$ cat config.mk
export PLATFORM = sky130hd
export DESIGN_NAME = vga_timing_gen
export DESIGN_NICKNAME = d
export VERILOG_FILES = /design/src/rtl/vga_timing_gen.sv
export SDC_FILE = /design/constraint.sdc
export NUM_CORES = 1
export LEC_CHECK = 0
export ABC_CLOCK_PERIOD_IN_PS = 3100
export BUFFER_PORTS_ARGS = -buffer_cell sky130_fd_sc_hd__buf_2
export CORE_ASPECT_RATIO = 0.9
export CORE_UTILIZATION = 57
export CTS_CLUSTER_DIAMETER = 30
export DETAILED_ROUTE_END_ITERATION = 10
export PLACE_DENSITY = 0.85
export SYNTH_ARGS = -nofsm -noshare
export SYNTH_HDL_FRONTEND = slang
export SYNTH_SLANG_ARGS = --single-unit
$ cat constraint.sdc
create_clock -name clk -period 3.1 [get_ports clk]
set_clock_uncertainty 0.15 [all_clocks]
set_input_delay 0.465 -clock clk [delete_from_list [all_inputs] [get_ports clk]]
set_output_delay 0.465 -clock clk [all_outputs]
set_load 0.005 [all_outputs]
$ cat src/rtl/vga_timing_gen.sv
`default_nettype none
// ============================================================================
// Module      : vga_timing_gen
// Description : 640x480@60 VGA raster timing: counters, syncs, blanking, pulses.
// Revision    : 1.0 - initial release
// ============================================================================
module vga_timing_gen #(
  parameter int H_ACTIVE  = 640,
  parameter int H_FP      = 16,
  parameter int H_SYNC    = 96,
  parameter int H_BP      = 48,
  parameter int V_ACTIVE  = 480,
  parameter int V_FP      = 10,
  parameter int V_SYNC    = 2,
  parameter int V_BP      = 33,
  parameter bit HSYNC_POL = 1'b0,
  parameter bit VSYNC_POL = 1'b0
) (
  input  logic       clk,
  input  logic       rst,
  input  logic       ena,
  output logic [9:0] hpos,
  output logic [9:0] vpos,
  output logic       hsync,
  output logic       vsync,
  output logic       display_on,
  output logic       line_start,
  output logic       frame_start
);

  localparam int c_h_total = H_ACTIVE + H_FP + H_SYNC + H_BP;
  localparam int c_v_total = V_ACTIVE + V_FP + V_SYNC + V_BP;

  localparam logic [9:0] c_h_active_end = 10'(H_ACTIVE - 1);
  localparam logic [9:0] c_h_front_end  = 10'(H_ACTIVE + H_FP - 1);
  localparam logic [9:0] c_h_sync_end   = 10'(H_ACTIVE + H_FP + H_SYNC - 1);
  localparam logic [9:0] c_h_total_end  = 10'(c_h_total - 1);
  localparam logic [9:0] c_v_active_end = 10'(V_ACTIVE - 1);
  localparam logic [9:0] c_v_front_end  = 10'(V_ACTIVE + V_FP - 1);
  localparam logic [9:0] c_v_sync_end   = 10'(V_ACTIVE + V_FP + V_SYNC - 1);
  localparam logic [9:0] c_v_total_end  = 10'(c_v_total - 1);

  if (c_h_total > 1024) begin : g_h_total_check
    $error("vga_timing_gen: horizontal total exceeds 1024");
  end
  if (c_v_total > 1024) begin : g_v_total_check
    $error("vga_timing_gen: vertical total exceeds 1024");
  end

  typedef enum logic [1:0] {
    REG_ACTIVE = 2'd0,
    REG_FRONT  = 2'd1,
    REG_SYNC   = 2'd2,
    REG_BACK   = 2'd3
  } region_t;

  region_t    r_h_state, w_h_next;
  region_t    r_v_state, w_v_next;
  logic [9:0] r_h, r_v;
  logic       w_h_wrap, w_v_wrap;

  always_comb begin
    w_h_wrap = (r_h == c_h_total_end);
    w_v_wrap = (r_v == c_v_total_end);
    w_h_next = r_h_state;
    w_v_next = r_v_state;
    case (r_h_state)
      REG_ACTIVE: if (r_h == c_h_active_end) w_h_next = REG_FRONT;
      REG_FRONT:  if (r_h == c_h_front_end)  w_h_next = REG_SYNC;
      REG_SYNC:   if (r_h == c_h_sync_end)   w_h_next = REG_BACK;
      REG_BACK:   if (w_h_wrap)              w_h_next = REG_ACTIVE;
      default:                               w_h_next = REG_ACTIVE;
    endcase
    // Vertical regions only move at the end of a line.
    if (w_h_wrap) begin
      case (r_v_state)
        REG_ACTIVE: if (r_v == c_v_active_end) w_v_next = REG_FRONT;
        REG_FRONT:  if (r_v == c_v_front_end)  w_v_next = REG_SYNC;
        REG_SYNC:   if (r_v == c_v_sync_end)   w_v_next = REG_BACK;
        REG_BACK:   if (w_v_wrap)              w_v_next = REG_ACTIVE;
        default:                               w_v_next = REG_ACTIVE;
      endcase
    end
  end

  // Stage 0: raster counters and region state.
  always_ff @(posedge clk) begin
    if (rst) begin
      r_h       <= '0;
      r_v       <= '0;
      r_h_state <= REG_ACTIVE;
      r_v_state <= REG_ACTIVE;
    end else if (ena) begin
      r_h_state <= w_h_next;
      r_v_state <= w_v_next;
      if (w_h_wrap) begin
        r_h <= '0;
        r_v <= w_v_wrap ? 10'd0 : r_v + 10'd1;
      end else begin
        r_h <= r_h + 10'd1;
      end
    end
  end

  // Stage 1: every output registered from the same stage-0 snapshot.
  always_ff @(posedge clk) begin
    if (rst) begin
      hpos        <= '0;
      vpos        <= '0;
      hsync       <= ~HSYNC_POL;
      vsync       <= ~VSYNC_POL;
      display_on  <= 1'b0;
      line_start  <= 1'b0;
      frame_start <= 1'b0;
    end else if (ena) begin
      hpos        <= r_h;
      vpos        <= r_v;
      hsync       <= (r_h_state == REG_SYNC) ? HSYNC_POL : ~HSYNC_POL;
      vsync       <= (r_v_state == REG_SYNC) ? VSYNC_POL : ~VSYNC_POL;
      display_on  <= (r_h_state == REG_ACTIVE) && (r_v_state == REG_ACTIVE);
      line_start  <= (r_h == 10'd0);
      frame_start <= (r_h == 10'd0) && (r_v == 10'd0);
    end
  end

endmodule
`default_nettype wire

Word-level counts from Yosys, hierarchy flattened. Cells that the tools add are included.

Reduce and logical (&&, ||, !) cells: 9. $add $sub $neg: 2. Eq/ne operators: 22. Multiplexer cells: 14.

Operators with widths (number): $eq 10x10->1 const B (5); $eq 10x9->1 const B (3); $add 10x1->10 const B (2); $logic_not 10->1 (2); $mux 10 (2); $mux 2 (8); $ne 2x2->1 const B (8); $pmux 2 s4 (2); $eq 2x2->1 const B (4); $reduce_and 6->1 (1); $reduce_and 5->1 (1); $eq 2x1->1 const B (2); $logic_not 2->1 (2); $logic_and 1x1->1 (2); $mux 1 (2); $reduce_and 2->1 (1).

Input port bits: 3. Register bits: 49.

Depth between registers and ports, before layout. Gate-level depths: netlist of run 1.

Depth after elaboration: 3. Depth in mapped cells: 7. Gate-level depth less buffers: 7.

Worst setup path before layout of run 1. Ideal clock, no wire load.

Kind: register to register. Start: register r_h[1]. End: register r_h_state[0]. Data required time: 2.834 ns. Buffers on the path: 1. Period minus slack after synthesis: 2.154 ns. Slack: 0.946 ns. Data arrival time: 1.888 ns. Stages on the path, launching flop included: 8. Cell sequence: dfxtp_1 > ha_1 > nand3_1 > or4_4 > buf_6 > a21o_1 > or4_1 > o211a_1.

Word-level cells in the longest chain between the ends: 3. Elaborated cells between the ends (all ways): 9. Those cells by class: eq/ne: 8; reduce/logical: 1.

Ends and longest elaborated chain: start: declaration (line 59) `logic [9:0] r_h, r_v;`; start signal: assignment (line 100) `r_h <= r_h + 10'd1;`; $eq 10x10->1 (on tied branches); $ne 2x2->1 (no line); $reduce_and 5->1 (no line) (*); end signal: assignment (line 94) `r_h_state <= w_h_next;`; end: declaration (line 57) `region_t r_h_state, w_h_next;`.

Mark *: on every way between the ends. The rest lies on a longest branch, timed or not. A chain may end at the register's enable or synchronous reset.

Worst setup path in the final report of run 1.
Start: register r_v[0]. End: register r_v_state[1].

Word-level cells in the longest chain between the ends: 3. Elaborated cells between the ends (all ways): 9. Those cells by class: eq/ne: 8; reduce/logical: 1.

Ends and longest elaborated chain: start: declaration (line 59); start signal: assignment (line 98) `r_v <= w_v_wrap ? 10'd0 : r_v + 10'd1;`; $eq 10x9->1 (tied with other cells) (line 79) `REG_SYNC: if (r_v == c_v_sync_end) w_v_next = REG_BACK;`; $ne 2x2->1 (no line); $reduce_and 6->1 (no line) (*); end signal: assignment (line 95) `r_v_state <= w_v_next;`; end: declaration (line 58) `region_t r_v_state, w_v_next;`.

Marks and branches as above.

==> reports/qor.yml, run 1 <==
grt:
  gr-usage-all-layers: 0.234
  met1_usage: 0.327
  grt_max_degree: 38
  top_usage_layer: "met2"
  grt_pass1_vias: 1725
  grt_pass1_wl_um: 8150
  antenna_found_initial: 0
  use_met3: 0.0480
  overflow: 0
  met2_usage: 0.340
detailed_routing:
  wire_per_inst_um: 14.0
  vias: 1837
  ant_nets: 0
  routed_via_density: 5.58
  dr.pass1.iters: 4
  wl_um: 4600
  route.detailed.drc: 0
  drt_iter0_markers: 101
cts:
  cts_tree: "yes"
  clkSinkCount: 49
  post-cts-setup-buffer-count: 0
  clk_pin_slew_ps: 90
  cts_root_buffer: "clkbuf_8"
  clock_path_buffers: 2
  insertion_delay_ps: 310
  postCtsHoldBufs: 0
  cts_made_buffers: 5
  ctsResizeCount: 0
  cts_htree_levels: 2
synthesis:
  yosysSeqAreaShare: 0.411
  synthTopCellsByArea: "dfxtp_1, mux2i_1, ha_1"
  avgSynthCellArea_um2: 9.04
  yosysTopAreaCell: "dfxtp_1"
  yosysMostFrequentCell: "dfxtp_1"
  syn_nets: 280
  synthArstFlopShare: 0
  synth-edff-count: 0
  synthDistinctLibCells: 45
  synth_seq_cells: 49
  yosys_warnings: 0
  synth_top_area_share: 0.411
  synth_area_um2: 2390
  synthTopCellsByCount: "dfxtp_1, nor2_1, nand2_1"
  syn-instance-count: 264
  ys.flop_type: "dfxtp_1"
hold_path:
  hp-class: "register to register"
die:
  fp-row-count: 21
  die_w_um: 70.2
  io_pins: 28
  initial_core_util: 0.618
  core_area_um2: 3860
  die_area_um2: 4450
  chipHeight_um: 63.4
placed_design:
  numPortBuffers: 27
  place_hpwl_um: 3240
  place_area_um2: 2500
  preCtsSetupSlack_ps: 733
  gp_congestion: 0.900
finish:
  antennaDiodeCount: 0
  nets: 298
  syn_to_final_growth_pct: 9.54
  fin_area_um2: 2610
  fillCellCount: 313
  drive_gt1_frac: 0.166
sta:
  rsz0062_at_grt: "no"
  setup_tns_ps: 0
  finalHoldViolations: 0
  tightest_slew_ps: 664
  layout_setup_ws_ps: 716
  final_max_slew_viol_count: 0
  fin_crit_sh: 0.769
  fin_crit_ps: 2380
  setup_viol: 0
  relSlewSlack: 0.553
  fmax_ghz: 0.419
critical_path:
  crit_path_start_kind: "register"
  crit_type: "register to register"
  crit_arrival_ps: 2470
  critical_path_peak_fanout: 7
  endpoint_kind: "register"
  cp.required_ps: 3190
power_and_ir_drop:
  vdd_drop_max_v: 0.000378
  p_per_area_nw_per_um2: 447
  leakage_nw: 1.15
  power.total_mw: 1.17
run_status:
  outcome: "complete, no violations"
job:
  maxCapViolations: 0
## worst max-delay path, stage by stage (launching register included)
cell and delay [ps]:
dfxtp_1 480, ha_1 270, nand4_1 190, o41ai_1 510, o211ai_2 160, nor3_1 330
mux2i_1 220
## final timing paths
path | start | endpoint | slack [ps] | depth (start not counted)
max reg2reg | r_v[0]$_SDFFE_PP0P_ | r_v_state[1]$_SDFFE_PP0P_ | 720 | 6
min | display_on$_SDFFE_PP0P_ | display_on$_SDFFE_PP0P_ | 320 | 2
max | r_v[0]$_SDFFE_PP0P_ | r_v_state[1]$_SDFFE_PP0P_ | 720 | 6
min reg2reg | display_on$_SDFFE_PP0P_ | display_on$_SDFFE_PP0P_ | 320 | 2
## layout by cell type, fill, tap and decap left out, types with 4 or more instances in the layout
cell / count
nor2_1: 39
o21ai_0: 4
xnor2_1: 6
nor3_1: 10
inv_1: 14
nand2_1: 24
mux2i_1: 22
clkbuf_8: 6
or3_1: 4
nand4_1: 6
a21oi_1: 9
nand3_1: 5
xor2_1: 8
ha_1: 13
dfxtp_1: 49
buf_2: 27
## kinds of logic (layout without fill, tap and decap cells)
group / after synthesis / count (layout) / synth area share
compound gates: 23 / 23 / 0.0619
xor+xnor: 14 / 14 / 0.0514
fa+ha+maj: 13 / 13 / 0.0682
buf+inv: 33 / 52 / 0.0655
flops: 49 / 49 / 0.411
mux: 23 / 23 / 0.0970
simple gates: 109 / 109 / 0.245
## registers in the layout, summed over array words and instances, names as in the netlist, 2 cells and up
name       flops
r_h_state      2
r_v           10
r_h           10
r_v_state      2
vpos          10
hpos          10
## area by class of cell
cell class,count,area [µm²],share of cell area
multi-input cells,182,1250,0.478
flip-flops and latches,49,981,0.375
repair buffers,30,158,0.0603
clock buffers,7,86.3,0.0330
well taps,46,57.6,0.0220
inverters,14,52.6,0.0201
clock inverters,1,30.0,0.0115
## layer usage
layer  wire length (µm)  part of all wire  up-vias
met4                 65             0.014        0
met1               2390              0.52      859
met2               1970              0.43       41
li1                   -                 -      932
met5                  0                 0        -
met3                181             0.039        5
## stage by stage
| step | cells | util | hold slack [ps] |
|---|---|---|---|
| after floorplan | 264 | - | 307 |
| after global placement | 321 | 0.647 | 301 |
| after detailed placement | 321 | 0.647 | 307 |
| after CTS | 329 | 0.677 | 321 |
| after global routing | 329 | 0.677 | 342 |
| final | 329 | 0.677 | 319 |
## power by group
part	switching [mW]	internal [mW]
Clock	0.216	0.263
Sequential	0.00470	0.635
Combinational	0.0304	0.0184
Total	0.251	0.917
(Power assumes the default switching activity.)
==> run 2: changes to the inputs <==
==> config.mk (replaced) <==
export PLATFORM = sky130hd
export DESIGN_NAME = vga_timing_gen
export DESIGN_NICKNAME = d
export VERILOG_FILES = /design/src/rtl/vga_timing_gen.sv
export SDC_FILE = /design/constraint.sdc
export NUM_CORES = 1
export LEC_CHECK = 0
export ABC_CLOCK_PERIOD_IN_PS = 2150
export BUFFER_PORTS_ARGS = -buffer_cell sky130_fd_sc_hd__buf_2
export CORE_ASPECT_RATIO = 0.9
export CORE_UTILIZATION = 52
export CTS_CLUSTER_DIAMETER = 30
export DETAILED_ROUTE_END_ITERATION = 10
export PLACE_DENSITY = 0.82
export SYNTH_ARGS = -nofsm -noshare
export SYNTH_HDL_FRONTEND = slang
export SYNTH_SLANG_ARGS = --single-unit
==> constraint.sdc (replaced) <==
create_clock -name clk -period 2.15 [get_ports clk]
set_clock_uncertainty 0.15 [all_clocks]
set_input_delay 0.3225 -clock clk [delete_from_list [all_inputs] [get_ports clk]]
set_output_delay 0.3225 -clock clk [all_outputs]
set_load 0.005 [all_outputs]
==> reports/qor.yml, run 2 (same netlist as run 1, synthesis figures left out) <==
grt:
  gr-usage-all-layers: 0.231
  grt_pass1_wl_um: 8490
  grt_max_degree: 37
  overflow: 0
  antenna_found_initial: 0
  grt_pass1_vias: 1830
finish:
  antennaDiodeCount: 0
  fillCellCount: 337
  fin_area_um2: 2860
  layout_commonest_cell: "dfxtp_1"
  final_cell_mix: "dfxtp_1, nor2_1, buf_4"
  syn_to_final_growth_pct: 19.8
  utilization: 0.674
  stdcell_count: 368
  nets: 323
  drive_gt1_frac: 0.295
sta:
  setup_tns_ps: 0
  fin_crit_ps: 2100
  holdWs_ps: 195
  fmax_ghz: 0.477
  tightest_slew_ps: 496
  relSlewSlack: 0.664
  finalHoldViolations: 0
  final_max_slew_viol_count: 0
  fin_crit_sh: 0.976
  setup_viol: 0
hold_path:
  hp-class: "primary input to register"
detailed_routing:
  wl_met1_um: 2420
  drt_iter0_markers: 78
  wire_per_inst_um: 14.1
  route.detailed.drc: 0
  routed_via_density: 5.33
  wl_um: 5210
  ant_nets: 0
  route.met2.wl_um: 2550
  wl_met3_um: 173
  dr.max_layer_used: "met4"
  dr.pass1.iters: 4
  vias: 1960
critical_path:
  cp.required_ps: 2240
  critical_path_peak_fanout: 3
  crit_path_start_kind: "register"
  endpoint_kind: "register"
  crit_arrival_ps: 2180
  crit_type: "register to register"
cts:
  clk_pin_slew_ps: 90
  cts_made_buffers: 5
  clkSinkCount: 49
  cts_tree: "yes"
  cts_root_buffer: "clkbuf_8"
  cts_htree_levels: 2
  insertion_delay_ps: 310
  clock_path_buffers: 2
run_status:
  outcome: "complete, no violations"
placed_design:
  place_hpwl_um: 3560
  gp_congestion: 0.850
  dp_cells: 359
  place_area_um2: 2700
  numPortBuffers: 27
job:
  maxCapViolations: 0
die:
  die_area_um2: 4860
  io_pins: 28
  chipHeight_um: 66.3
  fp-row-count: 22
  initial_core_util: 0.563
  core_area_um2: 4240
  die_w_um: 73.4
power_and_ir_drop:
  leakage_nw: 1.28
  vdd_drop_max_v: 0.000388
  p_per_area_nw_per_um2: 538
## run 2: timing repair
item | in CTS | in global routing
resized for setup | 1 | 20
setup buffers | 0 | 1
endpoints found under the setup margin | 1 | 12
hold buffers | 0 | 0
pin swaps | 1 | 5
## run 2: cell type report
class                           count  area [µm²]  share of cell area
Clock inverter                      2        10.0             0.00350
Clock buffer                        6        72.6              0.0254
Sequential cell                    49         992               0.347
Multi-Input combinational cell    182        1310               0.459
Inverter                           14        52.6              0.0184
Timing Repair Buffer               55         345               0.121
Tap cell                           60        75.1              0.0263
## run 2: through the flow
| stage | power [mW] | worst slack [ps] |
|---|---|---|
| after floorplan | 0.995 | 5.40 |
| after global placement | 1.02 | 64.6 |
| after detailed placement | 1.02 | 8.35 |
| after CTS | 1.55 | 36.3 |
| after global routing | 1.60 | -15.1 |
| final | 1.54 | 52.6 |
## run 2: path summary, 6_finish.rpt
check | from | cells past startpoint | slack (ps) | to
min | rst | 3 | 190 | vsync$_SDFFE_PP1P_
min reg2reg | display_on$_SDFFE_PP0P_ | 2 | 320 | display_on$_SDFFE_PP0P_
max reg2reg | r_v[1]$_SDFFE_PP0P_ | 7 | 50 | r_v_state[0]$_SDFFE_PP0P_
max | r_v[1]$_SDFFE_PP0P_ | 7 | 50 | r_v_state[0]$_SDFFE_PP0P_
## run 2: power by group
part,switching (mW),internal [mW]
clock,0.312,0.226
combinational,0.0482,0.0315
sequential,0.00650,0.915
total,0.367,1.17
## run 2: worst max-delay path, cell delays in order, from the launching register on
cell and delay (ps):
dfxtp_2 340, inv_2 60, ha_2 160, or4b_4 470, nor4_4 250, o211ai_2 160, o31a_1 290, a211oi_2 130
## run 2: routing by layer
metal / up-vias / GRT usage
met3: 7 / 0.0427
met4: 0 / 0.0745
met1: 936 / 0.293
met5: - / 0
li1: 983 / -
met2: 34 / 0.395
